<file path="src/rtl/clock_pkg.sv">
// Shared mode encodings and BCD limits for the lab digital clock timekeeping path.
package clock_pkg;

    typedef enum logic [1:0] {
        MODE_RUN     = 2'd0,
        MODE_SET_HR  = 2'd1,
        MODE_SET_MIN = 2'd2,
        MODE_BAD     = 2'd3
    } mode_e;

    localparam int SM_TENS_MAX = 5;   // seconds / minutes tens digit limit
    localparam int HR_TENS_MAX = 2;   // hour tens digit limit
    localparam int HR_WRAP     = 23;  // last legal hour before rolling to 00
    localparam int UNITS_MAX   = 9;   // last legal BCD units digit

    function automatic int bcd_tens(input int value);
        return value / 10;
    endfunction

    function automatic int bcd_units(input int value);
        return value % 10;
    endfunction

endpackage

</file>
<file path="src/rtl/bcd_mod_counter.sv">
// Two-digit BCD counter that wraps to 00 after TENS_MAX:UNITS_LAST_AT_MAX.
// carry is high on the cycle whose increment causes that wrap.
module bcd_mod_counter
    import clock_pkg::*;
#(
    parameter int TENS_MAX          = 5,
    parameter int UNITS_LAST_AT_MAX = 9,
    parameter int TENS_W            = 3,
    parameter int RST_TENS          = 0,
    parameter int RST_UNITS         = 0
) (
    input  logic              clk,
    input  logic              reset,
    input  logic              inc,
    input  logic              clr,
    output logic [TENS_W-1:0] tens,
    output logic [3:0]        units,
    output logic              carry
);

    logic [TENS_W-1:0] r_tens;
    logic [3:0]        r_units;
    logic              w_at_max;
    logic              w_units_wrap;

    assign w_at_max     = (r_tens == TENS_W'(TENS_MAX)) && (r_units == 4'(UNITS_LAST_AT_MAX));
    assign w_units_wrap = (r_units >= 4'(UNITS_MAX));
    assign carry        = inc & ~clr & w_at_max;

    // NOTE: state registers use non-blocking assignments so every counter
    // samples the same pre-edge values of its neighbours' carries.
    always_ff @(posedge clk or negedge reset) begin
        if (!reset) begin
            r_tens  <= TENS_W'(RST_TENS);
            r_units <= 4'(RST_UNITS);
        end else if (clr) begin
            r_tens  <= '0;
            r_units <= '0;
        end else if (inc) begin
            if (w_at_max) begin
                r_tens  <= '0;
                r_units <= '0;
            end else if (w_units_wrap) begin
                r_tens  <= r_tens + TENS_W'(1);
                r_units <= '0;
            end else begin
                r_units <= r_units + 4'd1;
            end
        end
    end

    assign tens  = r_tens;
    assign units = r_units;

endmodule

</file>
<file path="src/rtl/clock_time_ctrl.sv">
// Timekeeping controller: 1 Hz edge detect, RUN/SET_HR/SET_MIN mode FSM,
// BCD hour/minute/second counters and registered blink blanking.
module clock_time_ctrl
    import clock_pkg::*;
#(
    parameter int START_HOUR = 0,
    parameter int START_MIN  = 0
) (
    input  logic       clk,
    input  logic       reset,
    input  logic       sq_1hz,
    input  logic       btn_mode,
    input  logic       btn_inc,
    output logic [1:0] hr_t,
    output logic [3:0] hr_u,
    output logic [2:0] min_t,
    output logic [3:0] min_u,
    output logic [2:0] sec_t,
    output logic [3:0] sec_u,
    output logic [1:0] mode,
    output logic       blank_hr,
    output logic       blank_min
);

    mode_e r_mode;
    mode_e w_mode_next;
    logic  r_sq_prev;
    logic  r_blank_hr;
    logic  r_blank_min;

    logic  w_sec_tick;
    logic  w_run;
    logic  w_sec_inc;
    logic  w_sec_clr;
    logic  w_min_inc;
    logic  w_hr_inc;
    logic  w_sec_carry;
    logic  w_min_carry;
    logic  w_hr_carry_unused;

    // sq_prev resets high so a divider output already high at release is not a tick.
    always_ff @(posedge clk or negedge reset) begin
        if (!reset) begin
            r_sq_prev <= 1'b1;
        end else begin
            r_sq_prev <= sq_1hz;
        end
    end

    assign w_sec_tick = sq_1hz & ~r_sq_prev;

    always_ff @(posedge clk or negedge reset) begin
        if (!reset) begin
            r_mode <= MODE_RUN;
        end else begin
            r_mode <= w_mode_next;
        end
    end

    // NOTE: the next-state default is assigned before the case so every path
    // drives it and no latch is inferred.
    always_comb begin
        w_mode_next = r_mode;
        case (r_mode)
            MODE_RUN:     if (btn_mode) w_mode_next = MODE_SET_HR;
            MODE_SET_HR:  if (btn_mode) w_mode_next = MODE_SET_MIN;
            MODE_SET_MIN: if (btn_mode) w_mode_next = MODE_RUN;
            default:      w_mode_next = MODE_RUN;
        endcase
    end

    // A mode press in set mode swallows a simultaneous increment; in RUN the tick still lands.
    assign w_run     = (r_mode == MODE_RUN);
    assign w_sec_inc = w_run & w_sec_tick;
    assign w_sec_clr = (r_mode == MODE_SET_MIN) & btn_mode;
    assign w_min_inc = w_run ? w_sec_carry
                             : ((r_mode == MODE_SET_MIN) & btn_inc & ~btn_mode);
    assign w_hr_inc  = w_run ? w_min_carry
                             : ((r_mode == MODE_SET_HR) & btn_inc & ~btn_mode);

    bcd_mod_counter #(
        .TENS_MAX          (SM_TENS_MAX),
        .UNITS_LAST_AT_MAX (UNITS_MAX),
        .TENS_W            (3),
        .RST_TENS          (0),
        .RST_UNITS         (0)
    ) u_sec (
        .clk   (clk),
        .reset (reset),
        .inc   (w_sec_inc),
        .clr   (w_sec_clr),
        .tens  (sec_t),
        .units (sec_u),
        .carry (w_sec_carry)
    );

    bcd_mod_counter #(
        .TENS_MAX          (SM_TENS_MAX),
        .UNITS_LAST_AT_MAX (UNITS_MAX),
        .TENS_W            (3),
        .RST_TENS          (bcd_tens(START_MIN)),
        .RST_UNITS         (bcd_units(START_MIN))
    ) u_min (
        .clk   (clk),
        .reset (reset),
        .inc   (w_min_inc),
        .clr   (1'b0),
        .tens  (min_t),
        .units (min_u),
        .carry (w_min_carry)
    );

    bcd_mod_counter #(
        .TENS_MAX          (HR_TENS_MAX),
        .UNITS_LAST_AT_MAX (bcd_units(HR_WRAP)),
        .TENS_W            (2),
        .RST_TENS          (bcd_tens(START_HOUR)),
        .RST_UNITS         (bcd_units(START_HOUR))
    ) u_hr (
        .clk   (clk),
        .reset (reset),
        .inc   (w_hr_inc),
        .clr   (1'b0),
        .tens  (hr_t),
        .units (hr_u),
        .carry (w_hr_carry_unused)
    );

    always_ff @(posedge clk or negedge reset) begin
        if (!reset) begin
            r_blank_hr  <= 1'b0;
            r_blank_min <= 1'b0;
        end else begin
            r_blank_hr  <= (r_mode == MODE_SET_HR)  & ~sq_1hz;
            r_blank_min <= (r_mode == MODE_SET_MIN) & ~sq_1hz;
        end
    end

    assign mode      = r_mode;
    assign blank_hr  = r_blank_hr;
    assign blank_min = r_blank_min;

endmodule

</file>
<file path="config.mk">
export PLATFORM = sky130hd
export DESIGN_NAME = clock_time_ctrl
export DESIGN_NICKNAME = d
export VERILOG_FILES = /design/src/rtl/clock_pkg.sv /design/src/rtl/bcd_mod_counter.sv /design/src/rtl/clock_time_ctrl.sv
export SDC_FILE = /design/constraint.sdc
export NUM_CORES = 1
export LEC_CHECK = 0
export BUFFER_PORTS_ARGS = -buffer_cell sky130_fd_sc_hd__buf_2
export CAP_MARGIN = 10
export CORE_ASPECT_RATIO = 0.9
export CORE_MARGIN = 2
export CORE_UTILIZATION = 54
export CTS_CLUSTER_DIAMETER = 150
export DETAILED_ROUTE_END_ITERATION = 8
export GPL_TIMING_DRIVEN = 1
export PLACE_DENSITY = 0.78
export SETUP_SLACK_MARGIN = 0.2
export SYNTH_ARGS = -nofsm -noshare
export SYNTH_HDL_FRONTEND = slang
export SYNTH_SLANG_ARGS = --single-unit
</file>
<file path="constraint.sdc">
create_clock -name clk -period 2.8 [get_ports clk]
set_input_delay 0.56 -clock clk [delete_from_list [all_inputs] [get_ports clk]]
set_output_delay 0.56 -clock clk [all_outputs]
set_load 0.005 [all_outputs]
</file>
==> results_dict.tcl, run 1 <==
set metrics [dict create \
    totalWireLength_um 3023 \
    drv_slew 0 \
    synth.most_common_cell "dfrtp_1" \
    fillCellCount 223 \
    p_int_mw 0.8160 \
    final_core_util 0.6298 \
    period_needed_ps 2337 \
    synth_common_cells "dfrtp_1, ha_1, nand2_1" \
    postRouteAntennaNets 0 \
    die_area_mm2 0.003199 \
    rsz0062_at_grt "no" \
    gr-usage-all-layers 0.2016 \
    synth-edff-count 0 \
    cts_resized 0 \
    worst_path_largest_cell_delay_ps 570 \
    wl_per_cell_um 14.53 \
    worst-setup-path-type "reg -> reg" \
    ys_seq_elements 25 \
    htree_levels 1 \
    insertion_delay_ps 320 \
    setup_tns_ps 0 \
    place_area_mm2 0.001662 \
    coreArea_mm2 0.002680 \
    yosysTopAreaCell "dfrtp_1" \
    netlist_area_mm2 0.001491 \
    clkTransAtPathRegs_ps 140 \
    ys_seq_area_frac 0.4203 \
    area_growth_pct 13.17 \
    synth_top_area_share 0.4027 \
    grt_pass1_vias 1102 \
    dp_hpwl_um 2328 \
    postCtsSetupRepairBufs 0 \
    cp.buffers_inverters 0 \
    start_util 0.5565 \
    numCtsBuffers 3 \
    syn_inst 147 \
    critical_path.cell_chain "or4b_4, or4_4, a211oi_2, mux2_1" \
    gp_congestion 0.7847 \
    portBuffers 28 \
    critPathArrivalTime_ps 2560 \
    final-setup-viol-count 0 \
    ys.flop_type "dfrtp_1" \
    p_seq_frac 0.456 \
    cp_max_fo 12 \
    finalNetCount 197 \
    start_kind "flip-flop" \
    cp-end-kind "flip-flop" \
    cp_slowest_cell "or4b_4" \
    p_leak_nw 0.8026 \
    syn_area_per_cell_um2 10.15 \
    vias 1239 \
    clk_path_buf_depth 2 \
    tightest_slew_ps 559.2 \
    stdcell_area_mm2 0.001688 \
    async_reset_ff_frac 1.000 \
    io_pins 29 \
    layout-drive-gt1-share 0.2303 \
    row_count 18 \
    yosysUniqueCellTypes 47 \
    peakVddDrop_uv 476.4 \
    timing.fmax_mhz 428.0 \
    cts_sinks 25 \
    cp.required_ps 3020 \
    dieHeight_um 53.86 \
    n_antenna_cell 0 \
    cts_tree "yes" \
    critPathTopFamily "simple AND/OR/NAND/NOR gates" \
    drt-vias-per-instance 5.957 \
    p_per_area_mw_per_mm2 832.3 \
    ys_top_cells_by_area "dfrtp_1, ha_1, nand2_1, inv_1, mux2i_1" \
    dr.pass1.iters 4 \
    status "finished, final reports clean" \
    finalClockSkew_ps 6.020 \
    p_comb_frac 0.425 \
    p_sw_mw 0.5887 \
    fin_crit_sh 0.8345 \
    drtIter0Drc 33 \
    grt_pass1_wl_um 4795 \
    syn_nets 165 \
    synth_warnings 0 \
    p_clk_frac 0.119 \
    hold_class "in -> async" \
    die_w_um 59.40 \
    drc_errors 0 \
    maxSlewHeadroom 0.6272 \
    grt_overflow_total 0 \
    cts-root-buf "clkbuf_4" \
    antenna_found_initial 0 \
    grt_max_degree 26 \
    maxCapViolCount 0 \
    swShare 0.4191 \
    whs_ps 204.1 \
    hold_viol_final 0 \
    hold_buffers 0 \
]
==> final cells by class <==
cell class | count | area (um2) | area share
sequential | 25 | 626.9 | 0.3714
multi-input combinational | 108 | 804.5 | 0.4766
tap | 30 | 37.54 | 0.02224
clock buffer | 4 | 26.28 | 0.01557
inverter | 12 | 45.04 | 0.02669
timing repair buffer | 29 | 147.6 | 0.08747
==> registers in the layout (all words and copies together) (netlist names) <==
name         cells
u_hr.units       4
u_min.units      4
u_sec.units      4
u_min.tens       3
u_sec.tens       3
mode             2
u_hr.tens        2
blank_hr         1
blank_min        1
r_sq_prev        1
==> cell usage in the layout (no fill, tap or decap), types with 2 or more instances in the layout <==
master and instances:
a211o_1 2, a21o_1 2, a311oi_1 2, a31oi_1 4
a32o_1 2, and2_1 2, buf_2 28, clkbuf_4 3
dfrtp_1 24, ha_1 13, inv_1 12, mux2_2 2
mux2i_1 4, nand2_1 13, nand2b_1 2, nand3_1 3
nand3b_1 2, nor2_1 8, nor2b_1 5, nor3_1 4
nor3b_1 3, nor4b_1 2, o211ai_1 2, o21ai_0 8
or3b_2 2
==> power by group through the flow <==
stage | sequential (mW) | combinational, mW | clock, mW
5_1_grt | 0.666 | 0.683 | 0.184
3_3_place_gp | 0.632 | 0.578 | 0
6_report | 0.640 | 0.597 | 0.167
3_5_place_dp | 0.647 | 0.599 | 0
2_1_floorplan | 0.604 | 0.422 | 0
4_1_cts | 0.639 | 0.604 | 0.172
==> through the flow <==
stage                     power, mW  cells  setup slack, ps
final                         1.405    208            463.4
after global routing          1.533    208            397.7
after CTS                     1.414    208            451.7
after detailed placement      1.247    204            372.4
after global placement        1.209    204            416.4
after floorplan               1.026    147            560.6
==> kinds of logic after synthesis <==
family                     share of synthesized area
AOI/OAI and AO/OA                             0.1611
DFF                                           0.4203
and+or+nand+nor                               0.2139
muxes                                        0.04950
xor gates and xnor gates                    0.005874
buffers and inverters                        0.04026
adders and majority gates                     0.1091
==> per-layer routing <==
metal	routed length, um	track usage	up-vias
met4	31	0.06818	0
met2	1519	0.3535	24
li1	-	-	608
met3	100	0.02885	4
met5	0	0	-
met1	1371	0.2553	603
==> path summary, 6_finish.rpt <==
kind                                      startpoint                   endpoint  slack, ps  cells past startpoint
min reg2reg                u_min.tens[2]$_DFFE_PN0P_  u_min.tens[2]$_DFFE_PN0P_        560                      1
max                              mode[1]$_DFFE_PN0P_   u_hr.tens[0]$_DFFE_PN0P_        460                      4
max in group asynchronous                      reset  u_sec.tens[1]$_DFFE_PN0P_       2220                      1
min in group clk                              sq_1hz        r_sq_prev$_DFF_PN1_        360                      1
max reg2reg                      mode[1]$_DFFE_PN0P_   u_hr.tens[0]$_DFFE_PN0P_        460                      4
min                                            reset  u_hr.units[3]$_DFFE_PN0P_        200                      1
No activity file was read; power rests on OpenSTA's default activity.
==> run 2, diff against run 1 <==
Settings changed: ABC_AREA from default to 1, CORE_UTILIZATION 54 to 49, PLACE_DENSITY 0.78 to 0.75.
Clock period 2.8 ns to 2.1 ns, I/O delays scaled along.
==> run 2 against run 1 <==
Register-to-register slack improved by 70 ps. Final area increased by 3.2%. Utilization decreased by 4.8 points. Power increased by 46%. Count of clock-buffer cells in the layout decreased by 1. Non-clock buffer count decreased by 1. Clock skew increased by 9.2 ps. Critical path depth increased by 7. Via count decreased by 6.9%. Fmax increased by 50%. Highest routed layer unchanged.
==> results_dict.tcl, run 2 <==
set metrics [dict create \
    final_common_cell "nand2_1" \
    syn_area_per_cell_um2 8.883 \
    finalNetCount 222 \
    maxCapViolCount 0 \
    cp.buffers_inverters 1 \
    wl_per_cell_um 10.55 \
    clkTransAtPathRegs_ps 150 \
    p_leak_nw 0.9513 \
    area_growth_pct 14.66 \
    n_antenna_cell 0 \
    yosysTopAreaCell "dfrtp_1" \
    drt-vias-per-instance 4.710 \
    cts_sinks 25 \
    postRouteAntennaNets 0 \
    ys_seq_elements 25 \
    p_comb_frac 0.469 \
    cp-end-kind "flip-flop" \
    io_pins 29 \
    drtIter0Drc 23 \
    rsz0062_at_grt "no" \
    cts_resized 0 \
    p_int_mw 1.150 \
    grt_max_degree 26 \
    worst_path_largest_cell_delay_ps 430 \
    grt_overflow_total 0 \
    grt_pass1_vias 1066 \
    gp_congestion 0.8206 \
    p_per_area_mw_per_mm2 1180 \
    start_util 0.5071 \
    r2r_cells 11 \
    antenna_found_initial 0 \
    crit_top_cell "nand2_4" \
    r2r-start "u_sec.units[1]$_DFFE_PN0P_" \
    numCtsBuffers 3 \
    die_area_mm2 0.003562 \
    rrSetupSlack_ps 540 \
    setup_tns_ps 0 \
    portBuffers 28 \
    ys_top_cells_by_area "dfrtp_1, ha_1, nand2_1, nand3_1, inv_1" \
    async_reset_ff_frac 1.000 \
    hold_buffers 0 \
    period_needed_ps 1562 \
    cp_max_fo 7 \
    dieHeight_um 56.82 \
    synth.most_common_cell "nand2_1" \
    synth_common_cells "nand2_1, dfrtp_1, inv_1" \
    synth-edff-count 0 \
    drc_errors 0 \
    netlist_area_mm2 0.001519 \
    start_kind "flip-flop" \
    total_power_mw 2.055 \
    final-setup-viol-count 0 \
    critical_path.cell_chain "inv_1, ha_1, nand3_1, nor2_2, nand2_4, nand2_4, nand2_4, nand2_4, nand2_2, nand2_1, nand2_1" \
    drv_slew 0 \
    cts_tree "yes" \
    row_count 19 \
    die_w_um 62.69 \
    totalWireLength_um 2585 \
    syn_nets 189 \
    syn_inst 171 \
    dp_hpwl_um 2061 \
    yosysUniqueCellTypes 29 \
    ys_seq_area_frac 0.4127 \
    post-place-ws_ps 559.3 \
    status "finished, final reports clean" \
    p_sw_mw 0.9052 \
    dp.cells 241 \
    coreArea_mm2 0.002995 \
    hold_viol_final 0 \
    setup_ws_ps 537.9 \
    final_core_util 0.5815 \
    ys.flop_type "dfrtp_1" \
    insertion_delay_ps 320 \
    p_seq_frac 0.425 \
    crit_cells 11 \
    fin_crit_sh 0.7439 \
    postCtsSetupRepairBufs 0 \
    place_area_mm2 0.001712 \
    r2r-end "u_hr.tens[1]$_DFFE_PN0P_" \
    fin_cells 245 \
    layout-drive-gt1-share 0.2857 \
    cp_slowest_cell "dfrtp_1" \
    dr.pass1.iters 3 \
    synth_top_area_share 0.3954 \
    p_clk_frac 0.107 \
    critPathTopFamily "simple AND/OR/NAND/NOR gates" \
    final_cell_mix "nand2_1, buf_2, dfrtp_1" \
    worst-setup-path-type "reg -> reg" \
    synth_warnings 0 \
    cts-root-buf "clkbuf_4" \
    hold_class "in -> async" \
    vias 1154 \
    cp.required_ps 2340 \
    timing.fmax_mhz 640.2 \
    gr-usage-all-layers 0.1605 \
    maxSlewHeadroom 0.6348 \
    peakVddDrop_uv 605.4 \
    swShare 0.4404 \
    clk_path_buf_depth 2 \
    tightest_slew_ps 547.7 \
    finalClockSkew_ps 15.23 \
    whs_ps 53.39 \
    grt_pass1_wl_um 4519 \
    critPathArrivalTime_ps 1800 \
    htree_levels 1 \
    stdcell_area_mm2 0.001742 \
]
## run 2: changes by cell type in the layout (fill, tap and decap cells not counted), sizes merged, moves of 4 or more
cell   previous run  this run
nor2b             5         0
a21oi             1         6
a31oi             4         0
inv              12        26
nand3             3        21
nor2              8        19
nand2            13        40
## run 2: worst max path at each step
stage,from,to
detailed placement,u_sec.units[1]$_DFFE_PN0P_,u_hr.tens[1]$_DFFE_PN0P_
global route,u_sec.units[1]$_DFFE_PN0P_,u_hr.tens[0]$_DFFE_PN0P_
floorplan,u_sec.units[1]$_DFFE_PN0P_,u_hr.tens[1]$_DFFE_PN0P_
global placement,u_sec.units[1]$_DFFE_PN0P_,u_hr.tens[1]$_DFFE_PN0P_
finish,u_sec.units[1]$_DFFE_PN0P_,u_hr.tens[1]$_DFFE_PN0P_
CTS,u_sec.units[1]$_DFFE_PN0P_,u_hr.tens[1]$_DFFE_PN0P_
## run 2: cells by family after synthesis
family                   after synthesis  share of synthesized area
adder cells (fa/ha/maj)               13                     0.1071
multiplexers                           1                   0.006590
AND/OR/NAND/NOR                       84                     0.3048
buffers and inverters                 27                    0.07167
flip-flops                            25                     0.4127
AO/OA/AOI/OAI                         17                    0.07413
XOR/XNOR                               4                    0.02307
## run 2: power groups by stage
stage | Clock, mW | Sequential, mW | Combinational, mW
4_1_cts | 0.236 | 0.876 | 0.981
5_1_grt | 0.251 | 0.909 | 1.10
6_report | 0.220 | 0.873 | 0.963
3_3_place_gp | 0 | 0.884 | 0.953
3_5_place_dp | 0 | 0.888 | 0.974
2_1_floorplan | 0 | 0.879 | 0.642
## run 2: layout make-up
type / instances / area (um2)
Clock inverter: 1 / 7.507
Clock buffer: 3 / 22.52
Timing Repair Buffer: 28 / 140.1
Inverter: 27 / 108.9
Multi-Input combinational cell: 119 / 783.3
Fill cell: 285 / 1254
Sequential cell: 25 / 626.9
Tap cell: 42 / 52.55
## run 2: layer usage
metal  vias to the layer above  GRT usage  wire length (um)
met2                        20     0.2596              1187
met3                         2    0.04810               101
met1                       520     0.2161              1282
met4                         0    0.02857                13
li1                        612          -                 -
met5                         -          0                 0
## run 2: worst register-to-register path: cells and delay by family (launching register included)
kind          cells  cell delay [ps]
fa+ha+maj         1              170
buf+inv           1              110
flops             1              430
simple gates      9              770
==> run 3, diff against run 2 <==
Settings changed: CORE_UTILIZATION 49 to 54, PLACE_DENSITY 0.75 to 0.78.
Clock period 2.1 ns to 1.6 ns, I/O delays scaled along.
==> run 3 against run 2 <==
Critical endpoint is now min_u[1]. Sequential power grew 34%. Die area shrank 8.7%. Utilization grew 14 points.
==> results_dict.tcl, run 3 (synthesis results as in run 2) <==
set metrics [dict create \
    final-setup-viol-count 0 \
    htree_levels 1 \
    fin_crit_sh 0.8972 \
    timing.fmax_mhz 696.6 \
    p_per_area_mw_per_mm2 1628 \
    gr-usage-all-layers 0.2023 \
    die_w_um 59.91 \
    cp.required_ps 1280 \
    grt_pass1_vias 1166 \
    drc_errors 0 \
    antenna_found_initial 0 \
    row_count 18 \
    setup_tns_ps 0 \
    clkTransAtPathRegs_ps 150 \
    drtIter0Drc 26 \
    grt_pass1_wl_um 4995 \
    cts_tree "yes" \
    dieHeight_um 54.32 \
    critical_path.cell_chain "buf_4, buf_4, buf_2" \
    insertion_delay_ps 330 \
    drv_slew 0 \
    start_util 0.5620 \
    p_seq_frac 0.365 \
    coreArea_mm2 0.002703 \
    cts_sinks 25 \
    postRouteAntennaNets 0 \
    critPathArrivalTime_ps 1120 \
    finalNetCount 238 \
    swShare 0.4444 \
    maxSlewHeadroom 0.6257 \
    hold_class "in -> reg" \
    whs_ps 112.3 \
    cp_max_fo 2 \
    cp_slowest_cell "dfrtp_1" \
    maxCapViolCount 0 \
    hold_viol_final 0 \
    portBuffers 28 \
    totalWireLength_um 3152 \
    seq_area_um2 631.9 \
    dp_hpwl_um 2146 \
    area_growth_pct 29.16 \
    worst_path_largest_cell_delay_ps 420 \
    start_kind "flip-flop" \
    crit_top_cell "buf_4" \
    n_antenna_cell 0 \
    layout-drive-gt1-share 0.4566 \
    critPathTopFamily "flip-flops" \
    p_comb_frac 0.542 \
    rsz0062_at_grt "yes" \
    worst-setup-path-type "reg -> out" \
    p_leak_nw 1.029 \
    setup_ws_ps 164.5 \
    cp.buffers_inverters 3 \
    dr.pass1.iters 5 \
    period_needed_ps 1435 \
    p_clk_frac 0.093 \
    tightest_slew_ps 561.5 \
    die_area_mm2 0.003254 \
    final_cell_mix "buf_2, nand2_1, dfrtp_1" \
    io_pins 29 \
    fillCellCount 193 \
    clk_path_buf_depth 2 \
    grt_overflow_total 0 \
    drt-vias-per-instance 5.213 \
    gp_congestion 0.8624 \
    cp-end-kind "primary output" \
    cts-root-buf "clkbuf_4" \
    finalClockSkew_ps 12.26 \
    vias 1298 \
    p_sw_mw 1.420 \
    p_int_mw 1.775 \
    grt_max_degree 26 \
    wl_per_cell_um 12.66 \
    final_common_cell "buf_2" \
    multi_input_area_um2 890.9 \
    post-place-ws_ps 101.6 \
    numCtsBuffers 3 \
    peakVddDrop_uv 1193 \
    total_power_mw 3.195 \
    status "finished, final reports clean" \
]
-- run 3: changes by cell type in the layout (fill, tap and decap cells not counted), sizes merged --
| cell | delta |
|---|---|
| buf | +15 |
| dlygate4sd3 | +1 |
-- run 3: path summary, 6_finish.rpt --
check	start	endpoint	slack (ps)	cells past startpoint
worst max-delay path	u_min.units[1]$_DFFE_PN0P_	min_u[1]	160	3
worst min-delay path	sq_1hz	r_sq_prev$_DFF_PN1_	110	1
worst max register to register	u_sec.units[0]$_DFFE_PN0P_	u_sec.units[0]$_DFFE_PN0P_	170	7
worst min register to register	u_hr.tens[0]$_DFFE_PN0P_	u_hr.tens[0]$_DFFE_PN0P_	550	2
max in group asynchronous	reset	u_hr.units[0]$_DFFE_PN0P_	690	2
min in group asynchronous	reset	u_sec.units[2]$_DFFE_PN0P_	490	2
-- run 3: layout make-up --
cell class / count / area share
clock inverters: 1 / 0.003827
clock buffers: 3 / 0.01148
well taps: 30 / 0.01913
repair buffers: 44 / 0.1339
flip-flops and latches: 25 / 0.3221
inverters: 27 / 0.05548
multi-input cells: 119 / 0.4541
-- run 3: what timing repair did --
item	in CTS	in global routing
buffers inserted	9	6
pin swaps	6	5
endpoints found under the setup margin	13	20
hold buffers	1	0
cloned	0	0
gates resized for setup	10	18
endpoints found under the hold margin	24	0
-- run 3: stage by stage --
stage,instances,area (um2),utilization
4_1_cts,243,1867,0.6907
3_5_place_dp,229,1729,0.6398
5_1_grt,249,1962,0.7259
3_3_place_gp,229,1729,0.6398
2_1_floorplan,171,1551,-
6_report,249,1962,0.7259
-- run 3: power groups by stage --
| stage | registers, mW | logic [mW] | clock network, mW |
|---|---|---|---|
| final | 1.17 | 1.73 | 0.297 |
| after global routing | 1.21 | 1.94 | 0.331 |
| after CTS | 1.15 | 1.54 | 0.303 |
| after detailed placement | 1.18 | 1.34 | 0 |
| after global placement | 1.16 | 1.28 | 0 |
| after floorplan | 1.16 | 0.881 | 0 |
-- run 3: routing by layer --
layer  GRT usage  part of all wire  vias up
met5           0                 0        -
met1      0.2511              0.44      620
met3     0.04492             0.045        2
li1            -                 -      643
met4     0.04444            0.0054        0
met2      0.3605              0.51       33
